==> src/rtl/prg_ray_inbox_pkg.sv <==
// Shared ray types and frame constants for the primary-ray path.
// Used by prg_ray_inbox and ray_fifo.
package prg_ray_inbox_pkg;

    localparam int SCREEN_W = 640;
    localparam int SCREEN_H = 480;
    localparam int NUM_RAYS = SCREEN_W * SCREEN_H;
    localparam int RAY_ID_W = 19;

    typedef logic [31:0] float_t;

    typedef struct packed {
        float_t x;
        float_t y;
        float_t z;
    } vector_t;

    typedef struct packed {
        vector_t               origin;
        vector_t               dir;
        logic [RAY_ID_W-1:0]   rayID;
    } ray_t;

    typedef enum logic [1:0] {
        ST_IDLE,
        ST_RECV,
        ST_DRAIN
    } inbox_state_e;

    function automatic logic [RAY_ID_W-1:0] next_id(
        input logic [RAY_ID_W-1:0] id
    );
        return id + RAY_ID_W'(1);
    endfunction

endpackage

==> src/rtl/prg_ray_inbox_fifo.sv <==
// ray_fifo: power-of-two depth synchronous ray FIFO.
// Head is zero whenever the FIFO is empty.
module ray_fifo
    import prg_ray_inbox_pkg::*;
#(
    parameter int DEPTH = 16
) (
    input  logic                   clk,
    input  logic                   rst,
    input  logic                   push,
    input  logic                   pop,
    input  ray_t                   wdata,
    output ray_t                   rdata,
    output logic                   full,
    output logic                   empty,
    output logic [$clog2(DEPTH):0] count
);

    localparam int AW = $clog2(DEPTH);
    localparam int CW = AW + 1;

    logic [AW-1:0] wptr_q, wptr_d;
    logic [AW-1:0] rptr_q, rptr_d;
    logic [CW-1:0] cnt_q, cnt_d;
    logic          do_push, do_pop;
    ray_t          mem_q [DEPTH];

    assign full    = (cnt_q == CW'(DEPTH));
    assign empty   = (cnt_q == '0);
    assign count   = cnt_q;
    assign do_pop  = pop && !empty;
    assign do_push = push && (!full || do_pop);
    assign rdata   = empty ? '0 : mem_q[rptr_q];

    always_comb begin
        wptr_d = wptr_q;
        rptr_d = rptr_q;
        cnt_d  = cnt_q;
        if (do_push) wptr_d = wptr_q + AW'(1);
        if (do_pop)  rptr_d = rptr_q + AW'(1);
        unique case ({do_push, do_pop})
            2'b10:   cnt_d = cnt_q + CW'(1);
            2'b01:   cnt_d = cnt_q - CW'(1);
            default: cnt_d = cnt_q;
        endcase
    end

    always_ff @(posedge clk or negedge rst) begin
        if (!rst) begin
            wptr_q <= '0;
            rptr_q <= '0;
            cnt_q  <= '0;
        end else begin
            wptr_q <= wptr_d;
            rptr_q <= rptr_d;
            cnt_q  <= cnt_d;
        end
    end

    always_ff @(posedge clk) begin
        if (do_push) mem_q[wptr_q] <= wdata;
    end

endmodule

==> src/rtl/prg_ray_inbox.sv <==
// Ray inbox: buffers generator rays, early stall, frame tracking.
// Define PRG_RAY_ID_CHECK_EN to enable the rayID sequence checker.
module prg_ray_inbox
    import prg_ray_inbox_pkg::*;
#(
    parameter int DEPTH       = 16,
    parameter int STALL_SLACK = 4,
    parameter int NUM_RAYS    = prg_ray_inbox_pkg::NUM_RAYS
) (
    input  logic clk,
    input  logic rst,
    input  logic rayReady,
    input  ray_t prg_data,
    input  logic done,
    output logic int_to_prg_stall,
    output logic ray_valid,
    output ray_t ray_data,
    input  logic ray_rdy,
    output logic frame_done,
    output logic overflow,
    output logic id_error
);

    localparam int CW = $clog2(DEPTH) + 1;
    localparam logic [CW-1:0] THRESH = CW'(DEPTH - STALL_SLACK);
    localparam logic [RAY_ID_W-1:0] FRAME_RAYS = RAY_ID_W'(NUM_RAYS);

    logic          full, empty;
    logic [CW-1:0] occ, occ_d;
    logic          push, pop;

    logic                stall_q, stall_d;
    logic                ovf_q, ovf_d;
    logic                fd_q, fd_d;
    logic                to_idle;
    inbox_state_e        state_q, state_d;
    logic [RAY_ID_W-1:0] acc_q, acc_d;

    assign pop       = !empty && ray_rdy;
    assign push      = rayReady && (!full || pop);
    assign ray_valid = !empty;

    ray_fifo #(.DEPTH(DEPTH)) u_fifo (
        .clk   (clk),
        .rst   (rst),
        .push  (push),
        .pop   (pop),
        .wdata (prg_data),
        .rdata (ray_data),
        .full  (full),
        .empty (empty),
        .count (occ)
    );

    always_comb begin
        unique case ({push, pop})
            2'b10:   occ_d = occ + CW'(1);
            2'b01:   occ_d = occ - CW'(1);
            default: occ_d = occ;
        endcase
        stall_d = (occ_d >= THRESH);
        ovf_d   = ovf_q || (rayReady && !push);
    end

    always_comb begin
        state_d = state_q;
        acc_d   = push ? acc_q + RAY_ID_W'(1) : acc_q;
        fd_d    = 1'b0;
        to_idle = 1'b0;
        unique case (state_q)
            ST_IDLE: begin
                if (push) state_d = ST_RECV;
            end
            ST_RECV: begin
                if (done || acc_d >= FRAME_RAYS) state_d = ST_DRAIN;
            end
            ST_DRAIN: begin
                // Late rays keep the frame open until they drain too.
                if (occ_d == '0) begin
                    state_d = ST_IDLE;
                    fd_d    = 1'b1;
                    to_idle = 1'b1;
                end
            end
            default: begin
                state_d = ST_IDLE;
                to_idle = 1'b1;
            end
        endcase
        if (to_idle) acc_d = '0;
    end

    always_ff @(posedge clk or negedge rst) begin
        if (!rst) begin
            stall_q <= 1'b0;
            ovf_q   <= 1'b0;
            fd_q    <= 1'b0;
            state_q <= ST_IDLE;
            acc_q   <= '0;
        end else begin
            stall_q <= stall_d;
            ovf_q   <= ovf_d;
            fd_q    <= fd_d;
            state_q <= state_d;
            acc_q   <= acc_d;
        end
    end

    assign int_to_prg_stall = stall_q;
    assign overflow         = ovf_q;
    assign frame_done       = fd_q;

`ifdef PRG_RAY_ID_CHECK_EN
    logic [RAY_ID_W-1:0] exp_q, exp_d;
    logic                id_err_q, id_err_d;

    always_comb begin
        exp_d    = exp_q;
        id_err_d = id_err_q;
        // Dropped rays still advance the expected ID.
        if (rayReady) exp_d = next_id(prg_data.rayID);
        if (push && prg_data.rayID != exp_q) id_err_d = 1'b1;
        if (to_idle) exp_d = '0;
    end

    always_ff @(posedge clk or negedge rst) begin
        if (!rst) begin
            exp_q    <= '0;
            id_err_q <= 1'b0;
        end else begin
            exp_q    <= exp_d;
            id_err_q <= id_err_d;
        end
    end

    assign id_error = id_err_q;
`else
    assign id_error = 1'b0;
`endif

endmodule

==> config.mk <==
export PLATFORM = sky130hd
export DESIGN_NAME = prg_ray_inbox
export DESIGN_NICKNAME = d
export VERILOG_FILES = /design/src/rtl/prg_ray_inbox_pkg.sv /design/src/rtl/prg_ray_inbox_fifo.sv /design/src/rtl/prg_ray_inbox.sv
export SDC_FILE = /design/constraint.sdc
export NUM_CORES = 2
export LEC_CHECK = 0
export CAP_MARGIN = 20
export CORE_MARGIN = 1.5
export CORE_UTILIZATION = 40
export CTS_BUF_LIST = sky130_fd_sc_hd__clkbuf_16
export DETAILED_ROUTE_END_ITERATION = 6
export PLACE_DENSITY = 0.6
export SKIP_CTS_REPAIR_TIMING = 1
export SLEW_MARGIN = 20
export SYNTH_ARGS = -nofsm -noshare
export SYNTH_HDL_FRONTEND = slang
export SYNTH_HIERARCHICAL = 1
export SYNTH_SLANG_ARGS = --single-unit
==> constraint.sdc <==
create_clock -name clk -period 22.8 [get_ports clk]
set_input_delay 4.56 -clock clk [delete_from_list [all_inputs] [get_ports clk]]
set_output_delay 4.56 -clock clk [all_outputs]
set_load 0.05 [all_outputs]
# After elaboration in Yosys (flattened, before gate mapping)
# Memory sizes are Yosys's and may differ from the RTL's.
# Index checks and enable logic that the tools add are counted.
# classes
add_sub_neg	5
n_lt_le_gt_ge	2
eq_ne	10
mux	14
n_reduce_logical	18
# ops
operator	n
$mux 211	1
$mux 19	2
$pmux 5 s2	2
$add 19x1->19 const B	1
$ge 19x19->1 const B	1
$logic_not 5->1	2
$add 4x1->4 const B	2
$eq 2x1->1 const B	3
$eq 2x2->1 const B	3
$mux 2	3
$ne 2x2->1 const B	3
$pmux 2 s3	1
$add 5x1->5 const B	1
$eq 5x5->1 const B	1
$ge 5x4->1 const B	1
$logic_and 1x1->1	5
$sub 5x1->5 const B	1
$logic_or 1x1->1	4
$mux 1	4
$logic_not 1->1	3
$reduce_and 3->1	1
$logic_not 2->1	1
$pmux 1 s2	1
$reduce_bool 2->1	1
$reduce_or 2->1	1
# totals
regBits	37
ramBits	3376
input_bits	216
output_inout_bits	216
wordCells	58
n_memories	1
# mem_list
memory	depth	width	read_ports	rd_ports_with_merged_regs	wr	line	text
u_fifo.mem_q	16	211	1	0	1	prg_ray_inbox_fifo.sv:26	ray_t mem_q [DEPTH];

# Longest topological paths before layout
# logic_depth
depth_word	11
mapped_depth	20
mapped_depth_nobuf	15

# By module
# The synthesis kept the hierarchy.
# by_module_without_submodules
mod	n_inst	cells_per_inst	area_per_inst_um2	seq_area_each_um2
ray_fifo	1	5250	128446.9	101702.5
prg_ray_inbox	1	173	1654.1	600.6

# Least setup slack after synthesis
# No wires, ideal clock.
# synth_path
kind	input-to-reg
from	in ray_rdy
to	mem u_fifo/mem_q[0][0] (netlist name) (enable)
setup_time_ns	1.302
arrival_ns	25.335
required_time_ns	21.498
setup_slack_ns	-3.837
cell_stages	7
path_buffers	2
cell_sequence	nand2b_1 > clkbuf_1 > nand2_1 > and2_1 > clkbuf_1 > o21ai_0 > nor4_1
# synth_between
elab_chain_cells	6
word_cells_on_any_way	8
classes_between	mux: 2; reduce/logical: 6
# synth_lines
element	line	text
start: declaration	prg_ray_inbox.sv:18	input logic ray_rdy,
$logic_and 1x1->1	prg_ray_inbox.sv:39	assign pop = !empty && ray_rdy;
$logic_or 1x1->1	prg_ray_inbox.sv:40	assign push = rayReady && (!full || pop);
$logic_and 1x1->1	prg_ray_inbox.sv:40	
via push	prg_ray_inbox.sv:30	logic push, pop;
$logic_and 1x1->1	prg_ray_inbox_fifo.sv:32	assign do_push = push && (!full || do_pop);
$mux 1	prg_ray_inbox_fifo.sv:61	if (do_push) mem_q[wptr_q] <= wdata;
$mux 1 (implied by the code)	prg_ray_inbox_fifo.sv:61	
end: declaration	prg_ray_inbox_fifo.sv:26	
# The timed path passes the listed nets, and every way through them passes these cells.

==> flow_summary.ini <==
[status]
status = complete, but fails checks
violations = design-rule violations

[synth]
async_reset_ff_frac = 0.0108
syn_area_sq_um = 130000
synthSimpleGateAreaFrac = 0.0153
ys.flop_type = edfxtp_1
ys_ff_latch = 3413
synthAdderAreaFrac = 0.00131
synth_top_area_frac = 0.779
synth_edf_count = 3376
ys_seq_area_frac = 0.786
syn_area_per_cell_sq_um = 24.0
synth.net_count = 5652
synth.area.mux_share = 0.165
yosys.area_share.xor_xnor = 0.00188
yosysUniqueCellTypes = 68
synth_top_family_by_area = multiplexers
ys_warn_count = 6
synth_area_leaders = edfxtp_1 78%, mux4_2 15%, a221o_1 1.6%
synth_compound_area_frac = 0.0193
synth.largest_area_cell = edfxtp_1
syn_inst = 5423

[clock_tree]
cts_tree = done
cts_sinks = 3413
clk_latency_ns = 0.96
path_clk_slew_ns = 0.06
cts_buffer_depth = 4
cts_buffers = 360
htreeDepth = 5
root_buffer = clkbuf_16

[final_layout]
fillerInstances = 26400
instances_no_fill = 10700
final_cell_area_sq_um = 151000
final_util = 0.467
syn2layout_area_growth_pct = 16.4
drive_above_1_share = 0.266
nets = 6270

[timing]
hold_violations = 0
setup_viol = 0
worst_slack_ns = 11.08
clock_skew_ns = 0.0672
slew_viol_final = 0
setup_tns_ns = 0
rsz0062_at_grt = no
fmax_mhz = 85.4
min_period_ns = 11.72
max_slew_margin = 0.265
post-route-period-util = 0.514
worst_slew_pin_slew_ns = 1.10

[die]
start_util = 0.402
core_area_sq_um = 324000
die_area_sq_um = 329000
dieWidth_microns = 573
io_pins = 432
num_rows = 209
fp.dieH_microns = 573

[detailed_routing]
viasPerCell = 5.67
drc = 66
drt-initial-drc-count = 6044
wl_per_cell_microns = 29.6
wirelength_microns = 316000
ant_nets = 0
num_vias = 60500
drtPass1Iterations = 7

[grt]
antenna_found_initial = 67
grt_pass1_wl_microns = 454000
grt_usage = 0.190
grt_start_max_net_pins = 108
grt_pass1_vias = 63200
overflow = 0

[setup_path]
rrSetupSlack_ns = 16.12
r2r_cells = 12
crit_path_start_kind = register
rr_endpoint = u_fifo/mem_q[12][87]
path_max_fanout = 96
critPathCaptureType = output port
crit_arrival_ns = 7.16
r2r_start = u_fifo/count[2]
crit_type = reg -> out
cp.required_ns = 18.24

[run]
max-cap-violations = 0

[place]
gp_congestion = 0.713
dpl_cell_area_sq_um = 140000
hpwl_microns = 160000
port_buffers = 430
pre_cts_ws_ns = 11.77
dp_cells = 10000

[worst_hold_path]
min_path_cells = 1
min-delay-start = overflow
min_to = overflow
hold_path_class = reg -> reg

[power]
powerDensity_nw_per_um2 = 138
p_leak_uw = 0.0475
peakVddDrop_uv = 124
final cells by class:
cell class | count | area, sq um | share of cell area
Sequential cell | 3413 | 102000 | 0.676
Multi-Input combinational cell | 1689 | 26400 | 0.175
Clock buffer | 360 | 9010 | 0.0595
Timing Repair Buffer | 557 | 5470 | 0.0361
Tap cell | 4325 | 5410 | 0.0357
Clock inverter | 294 | 2670 | 0.0176
Inverter | 20 | 75.1 | 0.000496
Antenna cell | 25 | 62.6 | 0.000413
layer usage:
metal,part of all wire,global-route usage,vias up
li1,-,-,24700
met1,0.41,0.259,33100
met2,0.49,0.308,2084
met3,0.077,0.0430,510
met4,0.023,0.0510,68
met5,0.0014,0,-
where the power goes:
part / switching [uW] / internal, uW
clock network: 2450 / 3280
logic: 4470 / 2890
registers: 217 / 7540
per-stage QoR:
| stage | power (uW) | hold slack, ns |
|---|---|---|
| final | 20800 | 0.541 |
| after global routing | 21600 | 0.553 |
| after CTS | 21100 | 0.534 |
| after detailed placement | 15300 | 0.521 |
| after global placement | 15300 | 0.525 |
| after floorplan | 13100 | 0.537 |
placed cells by master, fill, tap and decap left out, types with 12 or more instances in the layout:
| cell type | Yosys | final |
|---|---|---|
| a221o_1 | 210 | 210 |
| and2b_1 | 32 | 32 |
| and3_1 | 47 | 39 |
| buf_12 | 0 | 16 |
| buf_4 | 3 | 110 |
| bufinv_16 | 0 | 34 |
| clkbuf_16 | 0 | 360 |
| clkdlybuf4s50_1 | 0 | 429 |
| clkinv_1 | 0 | 78 |
| clkinv_16 | 0 | 12 |
| clkinv_2 | 0 | 54 |
| clkinvlp_4 | 0 | 18 |
| dfrtp_1 | 37 | 33 |
| diode_2 | 0 | 25 |
| edfxtp_1 | 3376 | 3376 |
| ha_1 | 12 | 12 |
| inv_1 | 20 | 93 |
| mux2_2 | 171 | 171 |
| mux2i_1 | 47 | 47 |
| mux4_2 | 844 | 844 |
| nand3_1 | 13 | 13 |
| nor2_1 | 19 | 14 |
| nor2b_1 | 105 | 105 |
| nor3_1 | 62 | 62 |
| xnor2_1 | 22 | 22 |
critical path: stages (launching register included):
cell             delay (ns)
dfrtp_4                1.02
buf_4                  0.83
buf_12                 0.62
buf_4                  0.84
buf_4                  0.79
mux4_2                 0.58
and3_1                 0.20
a221o_1                0.34
clkdlybuf4s50_1        0.75
cell usage after synthesis (all sizes together) (9+ instances only):
library cell	count
edfxtp	3376
mux4	844
a221o	210
buf	182
mux2	171
clkbuf	119
nor2b	105
nor3	62
and3	48
mux2i	47
dfrtp	37
and2b	32
xnor2	22
inv	20
nor2	20
nand3	13
ha	12
a21oi	11
nand2	11
o21ai	9
how the worst max path moves through the flow:
| stage | startpoint | to | slack [ns] | cells past startpoint |
|---|---|---|---|---|
| 2_1_floorplan | ray_rdy | u_fifo/mem_q[0][0] | -3.84 | 7 |
| 3_3_place_gp | u_fifo/rptr_q[0] | ray_data[81] | 11.81 | 8 |
| 3_5_place_dp | u_fifo/rptr_q[0] | ray_data[86] | 11.77 | 8 |
| 4_1_cts | u_fifo/rptr_q[0] | ray_data[86] | 10.78 | 8 |
| 5_1_grt | u_fifo/rptr_q[0] | ray_data[86] | 10.54 | 8 |
| 6_report | u_fifo/rptr_q[0] | ray_data[81] | 11.08 | 8 |
state kept, by name, summed over array words and instances, names as in the netlist:
signal,flops
int_to_prg_stall,1
u_fifo/rptr_q,4
overflow,1
frame_done,1
state_q,2
acc_q,19
u_fifo/mem_q,3376
u_fifo/wptr_q,4
u_fifo/count,5
cells by family after synthesis:
logic type | after synthesis
other cells | 1
simple gates | 323
fa+ha+maj | 13
buf+inv | 321
flops | 3413
compound gates | 262
xor+xnor | 28
mux | 1062
Power figures use the tool's default switching activity.
